===== src/rtl/compositor_pkg.sv =====
// Shared types for the sprite compositor: sprite descriptor, FSM states and
// colour/address defaults.
package compositor_pkg;

  localparam int SPR_ADDR_W      = 20;
  localparam int COLOR_W_DEFAULT = 24;

  localparam logic [COLOR_W_DEFAULT-1:0] TRANSPARENT_DEFAULT = 24'h000000;

  // One sprite layer: enable, top-left corner, size and texel base address.
  typedef struct packed {
    logic                  en;
    logic [15:0]           x;
    logic [15:0]           y;
    logic [7:0]            w;
    logic [7:0]            h;
    logic [SPR_ADDR_W-1:0] base;
  } sprite_desc_t;

  typedef enum logic [1:0] {
    IDLE,
    ISSUE,
    EVAL
  } comp_state_t;

endpackage


===== src/rtl/sprite_hit_unit.sv =====
// Per-sprite hit test and texel address generation.
// The hit test runs on the live request coordinates so the hit vector can be
// captured on the accepting edge; the address uses the registered pixel
// coordinates that stay stable while the fetch loop runs.
module sprite_hit_unit
  import compositor_pkg::*;
#(
  parameter int ADDR_W = SPR_ADDR_W
) (
  input  sprite_desc_t      desc,
  input  logic [15:0]       req_x,
  input  logic [15:0]       req_y,
  input  logic [15:0]       cur_x,
  input  logic [15:0]       cur_y,
  output logic              hit,
  output logic [ADDR_W-1:0] addr
);

  // Right/bottom edges in 17 bits so a sprite near 16'hFFFF never wraps.
  logic [16:0] x_end;
  logic [16:0] y_end;
  logic [31:0] rel_x;
  logic [31:0] rel_y;
  logic [31:0] lin;

  assign x_end = {1'b0, desc.x} + {9'b0, desc.w};
  assign y_end = {1'b0, desc.y} + {9'b0, desc.h};

  assign hit = desc.en &&
               (req_x >= desc.x) && ({1'b0, req_x} < x_end) &&
               (req_y >= desc.y) && ({1'b0, req_y} < y_end);

  // Row-major texel offset inside the sprite, truncated to the RAM width.
  assign rel_x = 32'(cur_x) - 32'(desc.x);
  assign rel_y = 32'(cur_y) - 32'(desc.y);
  assign lin   = rel_y * 32'(desc.w) + rel_x;
  assign addr  = ADDR_W'(32'(desc.base) + lin);

endmodule


===== src/rtl/sprite_compositor.sv =====
// Multi-layer sprite compositor for the VGA path.
// Walks the covering sprites in priority order (index 0 first), fetching one
// texel per ISSUE/EVAL pair, skipping transparent texels and falling back to
// the scrolling background, which is always treated as opaque.
// Optional feature: define SPRITE_COMPOSITOR_COLLIDE_EN to add the sticky
// per-sprite collide flags and the collide output port.
module sprite_compositor
  import compositor_pkg::*;
#(
  parameter int                 NUM_SPRITES = 4,
  parameter int                 ADDR_W      = SPR_ADDR_W,
  parameter int                 COLOR_W     = COLOR_W_DEFAULT,
  parameter logic [COLOR_W-1:0] TRANSPARENT = COLOR_W'(TRANSPARENT_DEFAULT),
  parameter int                 BG_OFFSET   = 0,
  parameter int                 BG_W        = 640
) (
  input  logic                         Clk,
  input  logic                         Reset,
  input  logic                         pix_start,
  input  logic                         frame_start,
  input  logic [9:0]                   DrawX,
  input  logic [9:0]                   DrawY,
  input  logic [15:0]                  screen_offset,
  input  sprite_desc_t [NUM_SPRITES-1:0] spr,
  output logic [ADDR_W-1:0]            Addr,
  input  logic [COLOR_W-1:0]           Data_In,
  output logic [7:0]                   VGA_R,
  output logic [7:0]                   VGA_G,
  output logic [7:0]                   VGA_B,
  output logic                         pix_valid,
  output logic                         busy
`ifdef SPRITE_COMPOSITOR_COLLIDE_EN
  ,
  output logic [NUM_SPRITES-1:0]       collide
`endif
);

  localparam int          IDX_W    = (NUM_SPRITES > 1) ? $clog2(NUM_SPRITES) : 1;
  localparam logic [31:0] BG_W_U   = 32'(BG_W);
  localparam logic [31:0] BG_OFF_U = 32'(BG_OFFSET);

  comp_state_t                         state;
  logic [15:0]                         req_x;
  logic [15:0]                         req_y;
  logic [15:0]                         act_x;
  logic [15:0]                         act_y;
  logic [NUM_SPRITES-1:0]              hit;
  logic [NUM_SPRITES-1:0]              pending;
  logic [NUM_SPRITES-1:0][ADDR_W-1:0]  spr_addr;
  logic [ADDR_W-1:0]                   bg_addr;
  logic [IDX_W-1:0]                    cand_idx;
  logic                                cand_bg;
  logic [IDX_W-1:0]                    cur_idx;
  logic                                cur_bg;
  logic                                opaque;

  // Scrolled X wraps modulo 2^16; Y is the raw screen row.
  assign req_x = {6'b0, DrawX} + screen_offset;
  assign req_y = {6'b0, DrawY};

  genvar gi;
  generate
    for (gi = 0; gi < NUM_SPRITES; gi++) begin : g_hit
      sprite_hit_unit #(
        .ADDR_W (ADDR_W)
      ) u_hit (
        .desc  (spr[gi]),
        .req_x (req_x),
        .req_y (req_y),
        .cur_x (act_x),
        .cur_y (act_y),
        .hit   (hit[gi]),
        .addr  (spr_addr[gi])
      );
    end
  endgenerate

  // Background texel: row-major with X wrapped to the background width.
  assign bg_addr = ADDR_W'(BG_OFF_U + 32'(act_y) * BG_W_U + 32'(act_x) % BG_W_U);

  // Lowest set pending bit is the highest-priority remaining sprite.
  always_comb begin
    cand_idx = '0;
    for (int i = NUM_SPRITES - 1; i >= 0; i--) begin
      if (pending[i]) cand_idx = IDX_W'(i);
    end
  end

  assign cand_bg = ~|pending;
  assign opaque  = cur_bg || (Data_In != TRANSPARENT);

  // Fetch loop: capture request, issue address, evaluate returned texel.
  always_ff @(posedge Clk) begin
    if (Reset) begin
      state     <= IDLE;
      Addr      <= '0;
      VGA_R     <= '0;
      VGA_G     <= '0;
      VGA_B     <= '0;
      pix_valid <= 1'b0;
      busy      <= 1'b0;
      pending   <= '0;
      act_x     <= '0;
      act_y     <= '0;
      cur_idx   <= '0;
      cur_bg    <= 1'b0;
    end else begin
      pix_valid <= 1'b0;
      case (state)
        IDLE: begin
          if (pix_start) begin
            act_x   <= req_x;
            act_y   <= req_y;
            pending <= hit;
            busy    <= 1'b1;
            state   <= ISSUE;
          end
        end
        ISSUE: begin
          Addr    <= cand_bg ? bg_addr : spr_addr[cand_idx];
          cur_idx <= cand_idx;
          cur_bg  <= cand_bg;
          state   <= EVAL;
        end
        EVAL: begin
          if (opaque) begin
            VGA_R     <= Data_In[COLOR_W-1  -: 8];
            VGA_G     <= Data_In[COLOR_W-9  -: 8];
            VGA_B     <= Data_In[COLOR_W-17 -: 8];
            pix_valid <= 1'b1;
            busy      <= 1'b0;
            state     <= IDLE;
          end else begin
            pending[cur_idx] <= 1'b0;
            state            <= ISSUE;
          end
        end
        default: begin
          busy  <= 1'b0;
          state <= IDLE;
        end
      endcase
    end
  end

`ifdef SPRITE_COMPOSITOR_COLLIDE_EN
  logic [NUM_SPRITES-1:0] others;

  // Sprites still pending besides the one supplying the pixel.
  assign others = pending & ~(NUM_SPRITES'(1) << cur_idx);

  // Sticky collision flags; a set in the same cycle as frame_start wins.
  always_ff @(posedge Clk) begin
    if (Reset) begin
      collide <= '0;
    end else begin
      if (frame_start) collide <= '0;
      if (state == EVAL && !cur_bg && opaque && |others) collide[cur_idx] <= 1'b1;
    end
  end
`else
  logic unused_frame_start;
  assign unused_frame_start = frame_start;
`endif

endmodule


===== config.mk =====
export PLATFORM = sky130hd
export DESIGN_NAME = sprite_compositor
export DESIGN_NICKNAME = d
export VERILOG_FILES = /design/src/rtl/compositor_pkg.sv /design/src/rtl/sprite_hit_unit.sv /design/src/rtl/sprite_compositor.sv
export SDC_FILE = /design/constraint.sdc
export NUM_CORES = 2
export LEC_CHECK = 0
export ABC_AREA = 1
export BUFFER_PORTS_ARGS = -buffer_cell sky130_fd_sc_hd__clkbuf_2
export CORE_ASPECT_RATIO = 0.8
export CORE_MARGIN = 2
export CORE_UTILIZATION = 35
export DETAILED_ROUTE_END_ITERATION = 8
export PLACE_DENSITY = 0.57
export SETUP_SLACK_MARGIN = 0.2
export SLEW_MARGIN = 20
export SYNTH_ARGS = -nofsm -noshare
export SYNTH_HDL_FRONTEND = slang
export SYNTH_SLANG_ARGS = --single-unit

===== constraint.sdc =====
create_clock -name Clk -period 7.8 [get_ports Clk]
set_clock_uncertainty 0.1 [all_clocks]
set_input_delay 1.17 -clock Clk [delete_from_list [all_inputs] [get_ports Clk]]
set_output_delay 1.17 -clock Clk [all_outputs]
set_load 0.02 [all_outputs]

; Yosys cells after proc, flatten, opt, wreduce, memory -nomap -nowiden
; Index checks and enable logic that the tools add are counted.
[word_totals]
ff_bits = 81
inputBits = 340
output_inout_bits = 46
elab_cells = 119
[classes]
n_addsub = 26
n_mul = 5
div = 1
order_cmp = 19
eq_ne = 5
muxes = 19
bitwise_logic = 4
n_reduce_logical = 28
[op_table]
columns = operator, n
row1 = $add 20x20->20, 9
row2 = $add 16x8->17, 8
row3 = $mul 32x8->20, 4
row4 = $lt 10x17->1, 4
row5 = $lt 16x17->1, 4
row6 = $sub 10x16->17, 4
row7 = $sub 16x16->17, 4
row8 = $ge 10x16->1, 4
row9 = $ge 16x16->1, 4
row10 = $bmux 20 s2, 1
row11 = $mux 20, 2
row12 = $mod 16x10->32 const B, 1
row13 = $reduce_bool 24->1, 1
row14 = $logic_and 1x1->1, 17
row15 = $add 10x16->16, 1
row16 = $mul 10x3->13 const B, 1
row17 = $mux 2, 5
row18 = $mux 4, 2
row19 = $pmux 4 s2, 1
row20 = $lt 2x3->1 const B, 2
row21 = $ne 2x2->1 const B, 3
row22 = $pmux 2 s3, 1
row23 = $reduce_and 3->1, 2
row24 = $mux 1, 5
row25 = other kinds (15), 17

; Longest topological paths before layout
[logic_depth]
ltp_word = 8
ltp_mapped = 65
depth_no_buf = 65

; Modules after synthesis
; A second synthesis with hierarchy kept.
[hier_totals]
cells_unflattened = 6100
hier_area_um2 = 42364.4
[by_module_without_submodules]
columns = module, instances, cells_each, area_per_inst_um2, seq_area_each_um2
row1 = sprite_hit_unit at g_hit[3].u_hit, 1, 1294, 9037.4, 0.0
row2 = sprite_hit_unit at g_hit[2].u_hit, 1, 1280, 9034.9, 0.0
row3 = sprite_hit_unit at g_hit[0].u_hit, 1, 1256, 8901.0, 0.0
row4 = sprite_hit_unit at g_hit[1].u_hit, 1, 1257, 8882.3, 0.0
row5 = sprite_compositor, 1, 1013, 6508.7, 1621.6

; Least setup slack after synthesis
; No wires, ideal clock.
[synth_timing]
kind = input to register
from = input port spr[243] (netlist bit)
to = register Addr[19]
setup_time_ns = 0.119
arrival_ns = 7.588
required_ns = 7.581
slack_ns = -0.008
path_stages = 42
n_path_buf = 0
path_cell_list = ha_1 -> inv_1 -> fa_1 -> nand3_1 -> nand2_1 -> a21oi_1 -> o21ai_0 -> nand2_1 -> nand2_1 -> a21oi_1 -> or2_2 -> nand2_1 -> a21oi_1 -> xor2_1 -> nand2_1 -> fa_1 -> inv_1 -> fa_1 -> [... 6 more ...] -> nand2_1 -> o21ai_0 -> nand2_1 -> nand2_1 -> a21oi_1 -> o21bai_1 -> nand2_1 -> nand2_1 -> a21o_1 -> nand2_1 -> nand2_1 -> nand2_1 -> nand2_1 -> nand2_1 -> a21oi_1 -> nor2_1 -> nor2_1 -> a21oi_1
[synth_between]
elab_chain_len = 7
[synth_rtl]
columns = item, line_no
row1 = "start, declared", sprite_compositor.sv:24  ; input sprite_desc_t [NUM_SPRITES-1:0] spr,
row2 = $sub 10x16->17, sprite_hit_unit.sv:35  ; assign rel_y = 32'(cur_y) - 32'(desc.y);
row3 = $mul 32x8->20, sprite_hit_unit.sv:36  ; assign lin = rel_y * 32'(desc.w) + rel_x;
row4 = $add 20x20->20, sprite_hit_unit.sv:36
row5 = $add 20x20->20, sprite_hit_unit.sv:37  ; assign addr = ADDR_W'(32'(desc.base) + lin);
row6 = $bmux 20 s2, sprite_compositor.sv:120  ; Addr <= cand_bg ? bg_addr : spr_addr[cand_idx];
row7 = $mux 20 (implied by the code), sprite_compositor.sv:120
row8 = $mux 20, sprite_compositor.sv:120
row9 = "end signal, assigned", sprite_compositor.sv:120
row10 = "end, declared", sprite_compositor.sv:25  ; output logic [ADDR_W-1:0] Addr,
; No other way between the ends. The select of a mux whose other input is x is not followed.
; A chain may end at the register's enable or synchronous reset.

; Worst setup path in the final report
[layout_timing]
from = input port spr[245] (netlist bit)
to = register Addr[17]
; The elaborated chain is that of the path after synthesis.

==> impl_metrics.csv <==
group,metric,value,unit
synthesis,synth-async-reset-ratio,0,%
synthesis,synth_xor_xnor_area_share,6.45,%
synthesis,syn-cell-area,0.0362,mm2
routing,wl,138000,um
place,gp_congestion,0.973,
global_routing,antenna_found_initial,15,
layout,fin_nets,7132,
min_path,hold_depth,2,
synthesis,synth-seq-cells,81,
sta,fmax,128,MHz
floorplan,ios,386,
worst_setup_path,cp-end-kind,"flip-flop",
clocking,cts_tree,"done",
synthesis,synth_fa_ha_area_share,46.1,%
synthesis,yosys.cell_count.top_type,"inv_1",
floorplan,die-area,0.106,mm2
clocking,tritoncts_num_sinks,81,
routing,ant_nets,0,
synthesis,synthFlopType,"dfxtp_1",
sta,timing.final.crit_share,99.9,%
global_routing,grt_max_degree,68,
floorplan,fp-row-count,105,
synthesis,netlist_top_cells_count,"1084 x inv_1, 805 x nand2_1, 547 x ha_1, 491 x fa_1, 440 x nor2_1",
layout,fill_cells,10500,
synthesis,synth_top_area_cell,"fa_1",
worst_setup_path,critical_path_class,"in -> reg",
sta,setup-tns-final,0,ns
routing,vias,35000,
floorplan,core-area,0.102,mm2
clocking,cts_max_level,3,
synthesis,synth_top_family_by_area,"adder cells",
worst_setup_path,worst-path-max-fanout,4,
synthesis,synth_area_leaders,"fa_1 27%, ha_1 19%, inv_1 11%, nand2_1 8.3%, a21oi_1 5.0%",
floorplan,start_util,35.3,%
worst_setup_path,crit_top_cell,"nand2_2",
routing,drtIter0Drc,2403,
status,status,"complete, no violations",
synthesis,synth-compound-area-share,12.7,%
synthesis,ys_seq_area_share,4.48,%
floorplan,die_x,364,um
place,hpwlAfterDp,118000,um
sta,rsz0062_at_grt,"yes",
worst_setup_path,crit_arrival,7.96,ns
place,postPlaceCellArea,0.0432,mm2
worst_setup_path,ff2ff_path_depth,45,
global_routing,grt-ovfl-total,0,
sta,fin_crit,7.79,ns
clocking,clk_pin_slew,0.07,ns
global_routing,grt_usage,25.9,%
synthesis,yosys_warnings,0,
min_path,holdPathEnd,"Addr[3]",
synthesis,synth_edf_count,0,
layout,area_growth,24.1,%
worst_setup_path,start_kind,"primary input",
place,port-buffer-count,384,
clocking,cts_made_buffers,9,
worst_setup_path,worstPathRequired,7.97,ns
worst_setup_path,cpPeakStageDelay,0.60,ns
worst_setup_path,reg2reg_from,"act_y[3]",
synthesis,synth_nets,6297,
worst_setup_path,r2r-end,"Addr[19]",
routing,vias_per_cell,4.93,
routing,avgRoutedWirePerCell,19.4,um
clocking,postCtsHoldBufs,0,
floorplan,dieHeight,292,um
clocking,ctsLongestPathBuffers,2,
layout,drive_above_1_share,21.2,%
sta,max_slew_margin,32.2,%
sta,final-hold-violation-count,0,
synthesis,synth_cell_types,64,
routing,drc_errors,0,
synthesis,avgSynthCellArea,7.36,um2
synthesis,synth_cells,4919,
sta,hold_slack,0.373,ns
synthesis,synth_simple_gate_area_share,18.1,%
synthesis,synthMuxAreaShare,0.0311,%
routing,drt_pass1_iterations,6,
run,max-cap-violations,0,
min_path,hold_class,"reg -> reg",
worst_setup_path,reg2reg_setup_slack,0.32,ns
global_routing,grt_first_pass_wirelength,207000,um
synthesis,synth_top_cell_area_share,27.2,%
sta,worst_pin_slew,1.01,ns
sta,setup_viol,0,
clocking,clockRootBuffer,"clkbuf_16",
sta,drv_slew,0,
layout,design_area,0.0449,mm2
worst_setup_path,cp_slowest_cell,"fa_1",
global_routing,grt_pass1_vias,34800,
clocking,clk_latency,0.38,ns
min_path,min_from,"Addr[3]",
==> metal layers <==
layer | GRT usage, % | part of all wire, % | vias up
met1 | 36.0 | 45 | 16700
met2 | 40.6 | 44 | 1019
li1 | - | - | 17100
met3 | 6.12 | 9.0 | 142
met5 | 0 | 0.049 | -
met4 | 6.00 | 2.5 | 12
==> worst max path at each step <==
| stage | start | to | slack [ns] |
|---|---|---|---|
| 5_1_grt | spr[38] | Addr[19] | -0.40 |
| 3_5_place_dp | spr[38] | Addr[19] | -0.81 |
| 3_3_place_gp | spr[38] | Addr[19] | -0.74 |
| 4_1_cts | spr[243] | Addr[19] | 0.006 |
| 6_report | spr[245] | Addr[17] | 0.006 |
| 2_1_floorplan | spr[243] | Addr[19] | 0.18 |
==> critical path: cells and delay by family <==
| family | cells | cell delay, ns |
|---|---|---|
| compound gates | 11 | 1.69 |
| fa+ha+maj | 7 | 3.16 |
| xor+xnor | 1 | 0.19 |
| buf+inv | 10 | 0.72 |
| simple gates | 11 | 1.01 |
==> registers in the layout, summed over array words and instances (netlist names), 4 cells and up <==
| register | flops |
|---|---|
| VGA_G | 8 |
| act_x | 16 |
| act_y | 10 |
| pending | 4 |
| Addr | 20 |
| VGA_R | 8 |
| VGA_B | 8 |
==> cells in the final DEF (no fill, tap or decap), types with 8 or more instances in the layout <==
cell and n:
a21oi_2 41, o221ai_1 11, inv_1 1043, o21ai_0 178
clkbuf_2 376, o21ai_1 21, nand2_4 9, buf_4 517
xor2_1 175, or2_2 15, nand2_2 51, a21o_1 31
o21ai_2 21, ha_1 514, nand2_1 763, a21oi_1 320
nor3_1 28, xnor2_1 76, inv_2 46, nor2_2 18
dfxtp_1 81, nand3_2 11, nand4_1 39, a21boi_0 9
ha_4 31, nand3_1 151, clkbuf_16 9, o22ai_1 8
xor2_2 8, fa_1 487, a31oi_1 21, o21a_1 13
o211ai_1 24, and2_1 9, o21bai_1 60, nor4_1 8
nor2_1 424
==> cell families (layout without fill, tap and decap cells) <==
logic type | Yosys count | after routing
AO/OA/AOI/OAI | 803 | 803
XOR/XNOR | 264 | 264
adder cells (fa/ha/maj) | 1038 | 1038
buffers and inverters | 1177 | 2017
flip-flops | 81 | 81
multiplexers | 1 | 1
other | 0 | 7
AND/OR/NAND/NOR | 1555 | 1555
==> final cells by class <==
cell class                 instances  area (um2)  share of cell area [%]
antenna                            7        17.5                  0.0390
clock inverter                     5        32.5                  0.0724
multi-input combinational       3661       31300                    69.6
clock buffer                      11         233                   0.518
sequential                        81        1620                    3.61
inverter                        1096        4130                    9.20
timing repair buffer             905        5940                    13.2
tap                             1337        1670                    3.72
==> what timing repair did <==
item	in CTS	in global routing
resized for setup	161	146
pin swaps	144	136
endpoints found under the setup margin	7	9
buffers inserted	28	15
==> per-stage QoR <==
stage,utilization (%),setup slack [ns],cells
5_1_grt,43.8,-0.405,7100
2_1_floorplan,-,0.185,4919
4_1_cts,43.2,0.00630,7081
3_3_place_gp,42.1,-0.736,7037
3_5_place_dp,42.1,-0.807,7037
6_report,43.8,0.00553,7103
Power is left out: the tool's default activity adds up to more than one toggle a clock period on the data nets, which glitch-free logic cannot reach.
